File: src/rtl/irq_onehot_arbiter.sv
// irq_onehot_arbiter: captures rising edges on asynchronous request lines and grants one
// pending line at a time, round-robin, as a strictly one-hot vector with a valid/ack handshake.
module irq_onehot_arbiter #(
    parameter int N           = 8,
    parameter int SYNC_STAGES = 2
) (
    input  logic         clk,
    input  logic         rst_n,
    input  logic [N-1:0] req,
    input  logic         ack,
    input  logic         clr_miss,
    output logic [N-1:0] grant,
    output logic         grant_valid,
    output logic [N-1:0] pending,
    output logic [N-1:0] miss
);
    localparam int IW = $clog2(N);

    typedef enum logic {IDLE, GRANT} state_t;

    state_t                       state_q, state_d;
    logic [SYNC_STAGES-1:0][N-1:0] sync_q;
    logic [N-1:0]                 hist_q;
    logic [N-1:0]                 pending_q, pending_d;
    logic [N-1:0]                 miss_q, miss_d;
    logic [N-1:0]                 grant_q, grant_d;
    logic [N-1:0]                 rise, clear;
    logic [IW-1:0]                ptr_q, ptr_d;
    logic [IW-1:0]                idx_q, idx_d;
    logic [IW-1:0]                pick, j;
    logic                         found;
    logic [2:0]                   warm_q;
    logic                         armed;

    // Levels already high when reset releases are treated as seen, not as new events:
    // edge detection stays disarmed until hist has caught up with the synchronizer output.
    assign armed = warm_q == 3'(SYNC_STAGES + 1);
    assign rise  = armed ? sync_q[SYNC_STAGES-1] & ~hist_q : '0;
    assign clear = (state_q == GRANT && ack) ? grant_q : '0;

    // A new event on the line being acked wins over the clear and is not a miss.
    assign pending_d = rise | (pending_q & ~clear);
    assign miss_d    = (rise & pending_q & ~clear) | (miss_q & {N{~clr_miss}});

    always_comb begin
        pick  = ptr_q;
        found = 1'b0;
        j     = '0;
        for (int k = 0; k < N; k++) begin
            j = ptr_q + IW'(k);
            if (!found && pending_q[j]) begin
                pick  = j;
                found = 1'b1;
            end
        end
    end

    always_comb begin
        state_d = state_q;
        grant_d = grant_q;
        idx_d   = idx_q;
        ptr_d   = ptr_q;
        if (state_q == IDLE) begin
            if (found) begin
                state_d       = GRANT;
                grant_d       = '0;
                grant_d[pick] = 1'b1;
                idx_d         = pick;
            end
        end else if (ack) begin
            state_d = IDLE;
            grant_d = '0;
            ptr_d   = idx_q + IW'(1);
        end
    end

    always_ff @(posedge clk or negedge rst_n) begin
        if (!rst_n) begin
            sync_q    <= '0;
            hist_q    <= '0;
            warm_q    <= '0;
            pending_q <= '0;
            miss_q    <= '0;
            grant_q   <= '0;
            idx_q     <= '0;
            ptr_q     <= '0;
            state_q   <= IDLE;
        end else begin
            sync_q    <= {sync_q[SYNC_STAGES-2:0], req};
            hist_q    <= sync_q[SYNC_STAGES-1];
            warm_q    <= armed ? warm_q : warm_q + 3'd1;
            pending_q <= pending_d;
            miss_q    <= miss_d;
            grant_q   <= grant_d;
            idx_q     <= idx_d;
            ptr_q     <= ptr_d;
            state_q   <= state_d;
        end
    end

    assign grant       = grant_q;
    assign grant_valid = state_q == GRANT;
    assign pending     = pending_q;
    assign miss        = miss_q;
endmodule

File: config.mk
export PLATFORM = sky130hd
export DESIGN_NAME = irq_onehot_arbiter
export DESIGN_NICKNAME = d
export VERILOG_FILES = /design/src/rtl/irq_onehot_arbiter.sv
export SDC_FILE = /design/constraint.sdc
export NUM_CORES = 1
export LEC_CHECK = 0
export CAP_MARGIN = 5
export CORE_MARGIN = 5
export CORE_UTILIZATION = 53
export DETAILED_ROUTE_END_ITERATION = 12
export GPL_TIMING_DRIVEN = 0
export PLACE_DENSITY = 0.84
export SKIP_LAST_GASP = 1
export SLEW_MARGIN = 20
export SYNTH_ARGS = -nofsm -noshare
export SYNTH_HDL_FRONTEND = slang
export SYNTH_SLANG_ARGS = --single-unit
File: constraint.sdc
create_clock -name clk -period 6.7 [get_ports clk]
set_clock_uncertainty 0.05 [all_clocks]
set_input_delay 1.34 -clock clk [delete_from_list [all_inputs] [get_ports clk]]
set_output_delay 1.34 -clock clk [all_outputs]
set_load 0.01 [all_outputs]
==> results by group <==
Critical path
  – Critical path peak fanout: 10
  – Data required time of the worst path: 6.83 ns
  – Worst endpoint data arrival time: 3.91 ns
  – Critical path class: register to register
  – Startpoint Class: register
  – Crit. End Element: register
  – RR Endpoint: idx_q[0]
  – R2R setup slack: 2.92 ns
  – R2R Path Start: ptr_q[0]
  – Reg2Reg Depth: 12

Synth
  – Most common cell in the synthesized netlist: dfrtp_1
  – Seq/Total Area, Yosys: 49.0%
  – Yosys cell types: 51
  – EDFF count, synth: 0
  – Synth Instances: 256
  – Ys flop type: dfrtp_1
  – Ys async rst share: 100%
  – Top post-synthesis cells by area: dfrtp_1 49%, mux4_1 5.3%, nand2_1 5.1%
  – Post-synthesis net count: 273
  – Commonest cells post-synth: 58 x dfrtp_1, 40 x nand2_1, 16 x inv_1
  – Yosys reg bits: 58
  – Top cell type's share of synthesized area: 49.0%
  – Post-synth top area cell: dfrtp_1
  – Mapped Avg Cell Area: 11.6 um2
  – Yosys warns: 0
  – Synthesized area: 2960 um2

Routing
  – Drc violations: 0
  – TritonRoute pass-1 iters: 5
  – M1 WL: 2770 um
  – Met3 wire length: 462 um
  – Met2 WL: 3880 um
  – Avg WL per Cell: 19.0 um
  – Via-per-instance ratio: 6.07
  – Detail Route Antenna Nets: 0
  – Routed via count: 2299
  – Final WL: 7210 um
  – Detailed Route Iter0 Violations: 194
  – Top layer in use: met4

CTS
  – Clk root buf: clkbuf_8
  – CTS clk-pin slew, worst paths: 0.06 ns
  – H-tree depth: 3
  – CTS Hold Buffers Added: 0
  – Clock Latency Late Sink: 0.33 ns
  – Clock Tree Buf Depth: 2
  – CTS tree: built
  – CTS resizes: 0
  – Clk sink count: 58
  – Setup Fix Bufs, Post-CTS: 0
  – Cts bufs inserted: 9

Placement
  – Dpl hpwl: 4710 um
  – Port-buffer cells: 35
  – GPL Wtd Cong: 0.966

Min path
  – Hold path endpoint: sync_q[8]
  – Cells on Worst Hold Path: 0
  – Worst Hold Class: register to register
  – Worst Hold Launch: sync_q[0]

Finish
  – Fraction of layout instances using a drive strength above 1: 14.0%
  – Area of the multi-input gates: 1380 um2
  – Layout Nets: 319
  – Post-layout util: 65.8%
  – Reg area: 1450 um2
  – Layout overhead on the synthesized area: 21.4%
  – Fillers: 392
  – ANT cells: 0

Power
  – Internal: 0.984 mW
  – LEAKAGE: 1.51 nW
  – P_sw: 0.646 mW
  – Pwr/cell area: 453 nW/um2
  – Sequential Power Share: 30.5%
  – VDD IR-drop max: 0.000343 V
  – Sw frac: 39.6%
  – Clock share of power: 19.6%
  – Combinational share of power: 49.8%

Timing
  – Max Slew Vio Count: 0
  – Crit share post-route: 56.4%
  – Final min period: 3.78 ns
  – Slew headroom: 54.2%
  – Worst-margin pin slew: 0.687 ns
  – Setup violators final: 0
  – RSZ-0062 raised after global routing: no
  – Max Fclk: 265 MHz
  – Fin Setup TNS: 0 ns
  – Hold Fails Final Rpt: 0

Global routing
  – GRT Total Usage: 21.5%
  – Remaining global-route overflow: 0
  – Vias in the first global route: 2334
  – First-pass GRT wire length: 12100 um
  – Largest net degree at the start of global routing: 59
  – Initial antenna violation count: 0

Run
  – Max Cap Viol: 0

Die
  – Die extent in x: 84.8 um
  – Number of I/O pins: 37
  – Initial cell density of the core: 54.2%
  – Die Area: 7190 um2
  – Row count: 27
  – Height of the die: 84.8 um
  – Core area: 5470 um2

Run status
  – Status: finished clean
[worst max path at each step]
stage             start       end  slack, ns
6_report       ptr_q[0]  idx_q[0]       2.92
5_1_grt        ptr_q[0]  idx_q[0]       2.76
4_1_cts        ptr_q[0]  idx_q[0]       2.92
3_5_place_dp   ptr_q[0]  grant[2]       3.07
3_3_place_gp      rst_n  ptr_q[2]       2.58
2_1_floorplan  ptr_q[0]  grant[3]       3.48
[cells by family after synthesis]
| logic type | Yosys count | share of synthesized area (%) |
|---|---|---|
| AND/OR/NAND/NOR | 77 | 13.4 |
| flip-flops | 58 | 49.0 |
| AO/OA/AOI/OAI | 51 | 12.5 |
| multiplexers | 32 | 16.9 |
| buffers and inverters | 27 | 4.39 |
| XOR/XNOR | 6 | 1.77 |
| adder cells (fa/ha/maj) | 5 | 2.11 |
[power by group through the flow]
| stage | Combinational [mW] | Clock, mW | Sequential [mW] |
|---|---|---|---|
| floorplan | 0.537 | 0 | 0.501 |
| global placement | 0.775 | 0 | 0.498 |
| detailed placement | 0.783 | 0 | 0.501 |
| CTS | 0.803 | 0.322 | 0.496 |
| global route | 0.870 | 0.342 | 0.511 |
| finish | 0.812 | 0.320 | 0.498 |
[stage by stage]
stage | setup slack, ns | area (um2) | cells | hold WS (ns) | power (mW)
6_report | 2.92 | 3600 | 379 | 0.299 | 1.63
5_1_grt | 2.76 | 3600 | 379 | 0.308 | 1.72
4_1_cts | 2.92 | 3600 | 379 | 0.299 | 1.62
3_5_place_dp | 3.07 | 3400 | 363 | 0.285 | 1.28
3_3_place_gp | 2.58 | 3400 | 363 | 0.284 | 1.27
2_1_floorplan | 3.48 | 2960 | 256 | 0.281 | 1.04
[sequential cells by signal (all words and copies together) (netlist names)]
| register | flops |
|---|---|
| ptr_q | 3 |
| grant | 8 |
| idx_q | 3 |
| hist_q | 8 |
| miss | 8 |
| warm_q | 3 |
| grant_valid | 1 |
| pending | 8 |
| sync_q | 16 |
[layer usage]
layer	GRT usage (%)	up-vias
met5	0	-
met4	6.33	0
met3	4.61	13
met2	37.8	115
met1	26.5	1142
li1	-	1029
[cell type report]
cell class / instances / share of cell area (%)
Inverter: 16 / 1.67
Sequential cell: 58 / 40.3
Clock buffer: 14 / 4.52
Buffer: 11 / 1.95
Tap cell: 72 / 2.50
Multi-Input combinational cell: 171 / 38.4
Timing Repair Buffer: 35 / 9.66
Clock inverter: 2 / 0.973
[cell usage in the layout (no fill, tap or decap), types with 5 or more instances in the layout]
master	count
clkbuf_1	7
nand3b_1	9
dfrtp_1	58
o22ai_1	9
inv_1	16
a21oi_1	9
mux2i_1	9
clkdlybuf4s50_1	34
nand2_1	40
o31ai_1	9
nor2_1	9
mux2_2	8
mux4_1	6
mux4_2	5
o21ai_0	6
ha_1	5
clkbuf_8	11
[critical path, stage by stage, from the launching register on]
cell and delay, ns:
dfrtp_1 0.37, buf_6 0.14, buf_8 0.14, inv_1 0.06
ha_1 0.27, buf_2 0.19, mux2_1 0.36, mux4_2 0.57
nor4_4 0.42, a31oi_2 0.25, and2_2 0.29, mux2i_2 0.36
o21ai_1 0.16
Power figures use the tool's default switching activity.
